[config.mk]
export PLATFORM = sky130hd
export DESIGN_NAME = operand_gather
export DESIGN_NICKNAME = d
export VERILOG_FILES = /design/src/rtl/operand_gather_pkg.sv /design/src/rtl/operand_gather_out_reg.sv /design/src/rtl/operand_gather.sv
export SDC_FILE = /design/constraint.sdc
export NUM_CORES = 1
export LEC_CHECK = 0
export CAP_MARGIN = 15
export CORE_MARGIN = 2
export CORE_UTILIZATION = 35
export DETAILED_ROUTE_END_ITERATION = 12
export DONT_BUFFER_PORTS = 1
export MAX_ROUTING_LAYER = met4
export SYNTH_ARGS = -nofsm -noshare
export SYNTH_HDL_FRONTEND = slang
export SYNTH_SLANG_ARGS = --single-unit
[constraint.sdc]
create_clock -name clk -period 5.25 [get_ports clk]
set_input_delay 0.7875 -clock clk [delete_from_list [all_inputs] [get_ports clk]]
set_output_delay 0.7875 -clock clk [all_outputs]
set_load 0.005 [all_outputs]
[src/rtl/operand_gather_pkg.sv]
// Shared constants and types for the operand gather block.
package operand_gather_pkg;

    localparam int unsigned WIDTH_DEF  = 32;
    localparam int unsigned CNT_W_DEF  = 16;
    localparam int unsigned QUAD_WORDS = 4;
    localparam int unsigned PTR_W      = 2;

    // Slot index of the word that completes a quad
    localparam logic [PTR_W-1:0] PTR_LAST = PTR_W'(QUAD_WORDS - 1);

    // Collector state: COLLECT accepts words, HOLD parks a finished quad
    typedef enum logic {
        COLLECT = 1'b0,
        HOLD    = 1'b1
    } col_state_e;

endpackage

[src/rtl/operand_gather_out_reg.sv]
// Output quad register with valid/ready hold and delivered-quad counter.
module gather_out_reg
    import operand_gather_pkg::*;
#(
    parameter int unsigned WIDTH = WIDTH_DEF,
    parameter int unsigned CNT_W = CNT_W_DEF
) (
    input  logic                          clk,
    input  logic                          rst,
    input  logic                          load,
    input  logic [QUAD_WORDS*WIDTH-1:0]   load_data,
    input  logic                          out_ready,
    output logic [WIDTH-1:0]              op1,
    output logic [WIDTH-1:0]              op2,
    output logic [WIDTH-1:0]              op3,
    output logic [WIDTH-1:0]              op4,
    output logic                          out_valid,
    output logic [CNT_W-1:0]              quad_cnt
);

    logic drain;

    // A quad leaves when the consumer takes a valid quad
    assign drain = out_valid && out_ready;

    // Load a new quad, hold it under backpressure, count deliveries
    always_ff @(posedge clk or negedge rst) begin
        if (!rst) begin
            op1       <= '0;
            op2       <= '0;
            op3       <= '0;
            op4       <= '0;
            out_valid <= 1'b0;
            quad_cnt  <= '0;
        end else begin
            if (load) begin
                op1       <= load_data[0*WIDTH +: WIDTH];
                op2       <= load_data[1*WIDTH +: WIDTH];
                op3       <= load_data[2*WIDTH +: WIDTH];
                op4       <= load_data[3*WIDTH +: WIDTH];
                out_valid <= 1'b1;
            end else if (drain) begin
                out_valid <= 1'b0;
            end
            if (drain) begin
                quad_cnt <= quad_cnt + CNT_W'(1);
            end
        end
    end

endmodule

[src/rtl/operand_gather.sv]
// Groups a serial operand stream into quads for the 4-input arithmetic stage.
module operand_gather
    import operand_gather_pkg::*;
#(
    parameter int unsigned WIDTH = WIDTH_DEF,
    parameter int unsigned CNT_W = CNT_W_DEF
) (
    input  logic              clk,
    input  logic              rst,
    input  logic [WIDTH-1:0]  in_data,
    input  logic              in_valid,
    input  logic              in_last,
    output logic              in_ready,
    output logic [WIDTH-1:0]  op1,
    output logic [WIDTH-1:0]  op2,
    output logic [WIDTH-1:0]  op3,
    output logic [WIDTH-1:0]  op4,
    output logic              out_valid,
    input  logic              out_ready,
    output logic              err,
    output logic [CNT_W-1:0]  quad_cnt,
    output logic [CNT_W-1:0]  err_cnt
);

    col_state_e                      state;
    logic [PTR_W-1:0]                ptr;
    logic [WIDTH-1:0]                collect [QUAD_WORDS];

    logic                            accept;
    logic                            drain;
    logic                            frame_err;
    logic                            quad_done;
    logic                            load_direct;
    logic                            load_hold;
    logic                            load;
    logic [QUAD_WORDS*WIDTH-1:0]     load_data;

    // Words are refused only while a finished quad is parked
    assign in_ready = (state == COLLECT);

    // Handshake decode and selection of the quad handed to the output register
    always_comb begin
        accept      = 1'b0;
        drain       = 1'b0;
        frame_err   = 1'b0;
        quad_done   = 1'b0;
        load_direct = 1'b0;
        load_hold   = 1'b0;
        load        = 1'b0;
        load_data   = '0;

        accept      = in_valid && in_ready;
        drain       = out_valid && out_ready;
        frame_err   = accept && in_last && (ptr != PTR_LAST);
        quad_done   = accept && !frame_err && (ptr == PTR_LAST);
        load_direct = quad_done && (!out_valid || out_ready);
        load_hold   = (state == HOLD) && drain;
        load        = load_direct || load_hold;

        if (load_direct) begin
            load_data = {in_data, collect[2], collect[1], collect[0]};
        end else begin
            load_data = {collect[3], collect[2], collect[1], collect[0]};
        end
    end

    // Collector FSM: word placement, framing check, parking a quad under backpressure
    always_ff @(posedge clk or negedge rst) begin
        if (!rst) begin
            state   <= COLLECT;
            ptr     <= '0;
            err     <= 1'b0;
            err_cnt <= '0;
            for (int i = 0; i < int'(QUAD_WORDS); i++) begin
                collect[i] <= '0;
            end
        end else begin
            err <= frame_err;
            if (frame_err) begin
                ptr <= '0;
                if (err_cnt != '1) begin
                    err_cnt <= err_cnt + CNT_W'(1);
                end
            end else if (accept) begin
                collect[ptr] <= in_data;
                ptr          <= ptr + PTR_W'(1);
                if (quad_done && !load_direct) begin
                    state <= HOLD;
                end
            end
            if (load_hold) begin
                state <= COLLECT;
            end
        end
    end

    gather_out_reg #(
        .WIDTH (WIDTH),
        .CNT_W (CNT_W)
    ) u_out_reg (
        .clk       (clk),
        .rst       (rst),
        .load      (load),
        .load_data (load_data),
        .out_ready (out_ready),
        .op1       (op1),
        .op2       (op2),
        .op3       (op3),
        .op4       (op4),
        .out_valid (out_valid),
        .quad_cnt  (quad_cnt)
    );

endmodule
**Word-level counts from Yosys, hierarchy flattened**

Index checks and enable logic that the tools add are counted.

- $add $sub $neg: 3
- Eq/ne operators: 4
- Reductions and logical operators: 22
- Order comparisons: 2
- Bitwise logic cells: 3
- Multiplexer cells: 12

Operators by type and width:

| kind | count |
|---|---|
| bitwise mux 128 bit | 1 |
| 2-to-1 mux 128 bit | 1 |
| demux 32 bit (select 2 bit) | 1 |
| adder 16 x 1 -> 16 bit, second input constant | 2 |
| 2-to-1 mux 32 bit | 1 |
| inequality test 16 bit, second input constant | 1 |
| logical AND 1 bit | 10 |
| nonzero test 2 bit | 4 |
| 2-to-1 mux 1 bit | 6 |
| 2-to-1 mux 2 bit | 2 |
| AND reduction 2 bit | 2 |
| greater-or-equal comparator 3 bit, second input constant | 1 |
| logical NOT 1 bit | 3 |
| less-than comparator 3 x 1 -> 1 bit, second input constant | 1 |
| inverter 2 -> 3 bit | 1 |
| AND reduction 3 bit | 1 |
| adder 2 x 1 -> 2 bit, second input constant | 1 |
| equality test 2 bit, second input constant | 1 |
| logical OR 1 bit | 2 |
| inequality test 2 x 1 -> 1 bit, second input constant | 1 |
| inequality test 2 bit, second input constant | 1 |
| inverter 1 bit | 2 |

- Logic and storage cells: 60
- Output and inout bits: 163
- Flip-flop bits (word level): 293
- Bits of input ports: 37

**Logic depth before layout (Yosys ltp)**

- Depth in word-level cells: 14
- Mapped depth: 7
- Gate-level depth less buffers: 5

**Cells and area by module**

From an unflattened synthesis, not the netlist that was laid out.

- Cell total of the unflattened synthesis: 727
- Area total of the unflattened synthesis: 11,692.5 um2

Modules (own cells, without submodules):

| module | cells an instance | seq. area each (um2) | area each (um2) | instances |
|---|---|---|---|---|
| operand_gather | 399 | 3,703.6 | 6,242.2 | 1 |
| gather_out_reg | 328 | 3,628.5 | 5,450.2 | 1 |

**Worst setup path after synthesis**

Ideal clock, no wire load.

- Kind: input port to flip-flop
- From: input out_ready
- To: register u_out_reg.op3[10]
- Stages on the path: 6
- Arrival time: 2,019 ps
- Setup time: 128 ps
- Data required time: 5,122 ps
- Path slack: 3,104 ps
- Buffers on the path: 3
- Path through: and2_1 > buf_2 > a21oi_2 > buf_2 > buf_4 > mux2_1

- Longest elaborated chain between the ends: 3
- Elaborated cells on any way between the ends: 5
- Those cells by class: reduce/logical (5)

Ends and longest elaborated chain:

| what | RTL line | text |
|---|---|---|
| start: declaration | operand_gather.sv:19 | `input logic out_ready,` |
| logical OR 1 bit / logical AND 1 bit (equally long branches) | operand_gather.sv:56, operand_gather.sv:53 |  |
| logical AND 1 bit, on equally long branches | operand_gather.sv:56, operand_gather.sv:57 |  |
| logical OR 1 bit * | operand_gather.sv:58 | `load = load_direct \|\| load_hold;` |
| end signal: assignment | operand_gather_out_reg.sv:39 | `op3 <= load_data[2*WIDTH +: WIDTH];` |
| end: declaration | operand_gather_out_reg.sv:15 | `output logic [WIDTH-1:0] op3,` |

Every way passes the cells marked *; elsewhere a longest branch is shown, timed or not.
A chain may end at the register's enable or synchronous reset.

**Worst setup path after layout**

- From: register ptr[1]
- To: register u_out_reg.op1[23]

- Longest elaborated chain between the ends: 7
- Elaborated cells on any way between the ends: 8
- Those cells by class: eq/ne (2); reduce/logical (6)

Ends and longest elaborated chain:

| what | RTL line | text |
|---|---|---|
| start: declaration | operand_gather.sv:26 | `logic [PTR_W-1:0] ptr;` |
| start signal: assignment | operand_gather.sv:86 | `ptr <= ptr + PTR_W'(1);` |
| inequality test 2 bit | operand_gather.sv:54 | `frame_err = accept && in_last && (ptr != PTR_LAST);` |
| logical AND 1 bit | operand_gather.sv:54 |  |
| logical NOT 1 bit | operand_gather.sv:55 | `quad_done = accept && !frame_err && (ptr == PTR_LAST);` |
| logical AND 1 bit | operand_gather.sv:55 |  |
| logical AND 1 bit * | operand_gather.sv:55 |  |
| logical AND 1 bit * | operand_gather.sv:56 | `load_direct = quad_done && (!out_valid \|\| out_ready);` |
| logical OR 1 bit * | operand_gather.sv:58 |  |
| end signal: assignment | operand_gather_out_reg.sv:37 | `op1 <= load_data[0*WIDTH +: WIDTH];` |
| end: declaration | operand_gather_out_reg.sv:13 | `output logic [WIDTH-1:0] op1,` |

Marks and branches as above.

==> impl_metrics.json <==
{
  "clock_skew_ns": 0.0200,
  "crit_chain": "ha_1 > nand3b_4 > a21oi_4 > a21oi_4 > buf_12 > mux2_2",
  "die-width_um": 185,
  "drt-initial-drc-count": 213,
  "hpwl_mm": 14.3,
  "slew_headroom_pct": 29.6,
  "drt_wl_total_mm": 23.6,
  "drive_gt1_share_pct": 34.0,
  "failed_checks": "negative hold slack",
  "seq_area_um2": 7330,
  "dieArea_um2": 34300,
  "synth_nets": 812,
  "powerDensity_nw_per_um2": 585,
  "synth_area_leaders": "dfrtp_1 64%, mux2_2 19%, mux2_1 3.6%",
  "htreeDepth": 2,
  "tns_ns": 0,
  "ys_async_sr_fraction_pct": 100,
  "synthDistinctLibCells": 38,
  "clk_pin_slew_ns": 0.06,
  "crit_buf_inv": 1,
  "die_h_um": 185,
  "ff2ff_path_depth": 6,
  "cp_slowest_cell": "a21oi_4",
  "ios": 200,
  "fillers": 2982,
  "cts_buffer_depth": 3,
  "crit_family": "compound AO/OA/AOI/OAI gates",
  "cp.depth": 6,
  "postLayoutCoreUtil_pct": 40.3,
  "coreArea_um2": 32500,
  "synth.top_cell.area_share_pct": 63.8,
  "worstMarginPinSlew_ns": 1.05,
  "synth_top_cells_by_count": "293 x dfrtp_1, 191 x mux2_2, 46 x nand2_1",
  "nets": 816,
  "layout_min_cycle_time_ns": 2.97,
  "cp_common_cell": "a21oi_4",
  "synth_top_area_cell": "dfrtp_1",
  "multi_input_area_um2": 3990,
  "dr.pass1.iters": 5,
  "cp-start-kind": "flop",
  "synth_edf_count": 0,
  "gp_routability_congestion": 0.714,
  "rows": 66,
  "clock_sinks": 293,
  "final_cells": 1240,
  "area_growth_pct": 13.9,
  "antenna_cells": 0,
  "grtUsageTotal_pct": 14.3,
  "grt_max_degree": 294,
  "crit_type": "reg2reg",
  "num_vias": 6042,
  "hold_path_class": "in2async",
  "syn-cell-area_um2": 11500,
  "place_inst": 1179,
  "wl_per_cell_um": 19.0,
  "start_util_pct": 35.4,
  "totalPowerFinal_uw": 7660,
  "rsz0062_at_grt": "no",
  "cts_made_buffers": 34,
  "drv_cap": 0,
  "drc": 0,
  "synthCells": 769,
  "critPathRequiredTime_ns": 5.63,
  "status": "finished with violations",
  "critPathMaxStageDelay_ns": 0.70,
  "drv_slew": 0,
  "crit_arrival_ns": 3.35,
  "timing.hold.ws_ns": -0.0241,
  "post-synth-top-count-cell": "dfrtp_1",
  "antenna_found_initial": 0,
  "overflow": 0,
  "finalHoldViolations": 10,
  "yosysSeqAreaShare_pct": 63.8,
  "cp_max_fo": 74,
  "ys.flop_type": "dfrtp_1",
  "synth_seq_cells": 293,
  "drtAntennaViolNets": 0,
  "ir_drop_v": 0.000255,
  "io_buffers": 0,
  "post_cts_buffers": 0,
  "tritoncts": "done",
  "ys_warn_count": 0,
  "grt_pass1_vias": 6124,
  "cts-resized-gates": 0,
  "timing.final.crit_share_pct": 56.5,
  "grt_pass1_wl_mm": 37.0,
  "syn_area_per_cell_um2": 14.9,
  "viasPerCell": 4.87,
  "worstSkewPairLatency_ns": 0.52,
  "max_freq_mhz": 337,
  "cts_root_buf": "clkbuf_16",
  "cp-end-kind": "flop",
  "setup-violations-final": 0,
  "leakagePower_uw": 0.00611
}
[flip-flops by register name, indices dropped and copies added (netlist names), 2 cells and up]
register / cells
u_out_reg.op4: 32
u_out_reg.quad_cnt: 16
u_out_reg.op2: 32
u_out_reg.op1: 32
ptr: 2
err_cnt: 16
collect: 128
u_out_reg.op3: 32
[placed cells by master (no fill, tap or decap), types with 3 or more instances in the layout]
cell	n
a21oi_1	3
clkbuf_16	35
clkbuf_8	10
clkinv_2	10
dfrtp_1	293
ha_1	6
inv_1	9
mux2_1	37
mux2_2	191
mux2i_1	32
nand2_1	42
nand2_2	4
nand3_1	5
nand4_1	9
nand4_2	4
nor2_1	8
nor3_1	7
nor4_1	4
o21ai_0	13
o21ai_1	22
xnor2_1	13
xor2_1	13
[cell families after synthesis]
family	share of synthesized area, %
buffers and inverters	1.77
multiplexers	25.1
AO/OA/AOI/OAI	1.98
AND/OR/NAND/NOR	4.70
XOR/XNOR	1.98
adder cells (fa/ha/maj)	0.653
flip-flops	63.8
[final cells by class]
cell class              count  area share (%)
clock inverters            15            1.03
flip-flops and latches    293            56.0
inverters                   9           0.258
repair buffers              3           0.268
well taps                 442            4.22
multi-input cells         432            30.5
clock buffers              46            7.77
[per-stage QoR]
step | area, um2 | hold slack (ns) | setup slack, ns
finish | 13100 | -0.0241 | 2.28
floorplan | 11500 | 0.452 | 3.10
global placement | 11900 | 0.458 | 2.17
global route | 13100 | -0.0548 | 2.09
detailed placement | 11900 | 0.465 | 2.17
CTS | 13100 | -0.0677 | 2.24
[worst paths after layout]
kind,from,endpoint,slack (ns)
max in group asynchronous,rst,err_cnt[2]$_DFFE_PN0P_,4.93
min in group clk,out_ready,u_out_reg.out_valid$_DFFE_PN0P_,0.36
worst min register to register,collect[59]$_DFFE_PN0P_,u_out_reg.op3[27]$_DFFE_PN0P_,0.47
worst max register to register,ptr[1]$_DFFE_PN0P_,u_out_reg.op1[23]$_DFFE_PN0P_,2.28
worst max-delay path,ptr[1]$_DFFE_PN0P_,u_out_reg.op1[23]$_DFFE_PN0P_,2.28
worst min-delay path,rst,u_out_reg.op3[25]$_DFFE_PN0P_,-0.02
[per-layer routing]
metal,up-vias,GRT usage (%),routed length [um]
met3,39,4.92,1940
met4,0,4.67,529
met2,147,21.6,10800
met1,3118,18.1,10300
li1,2738,-,-
met5,-,-,0
[power breakdown]
group          total [uW]  switching [uW]  internal (uW)
Combinational        1300             458            839
Sequential           3970             713           3260
Clock                2390             932           1460
(Power assumes the default switching activity.)
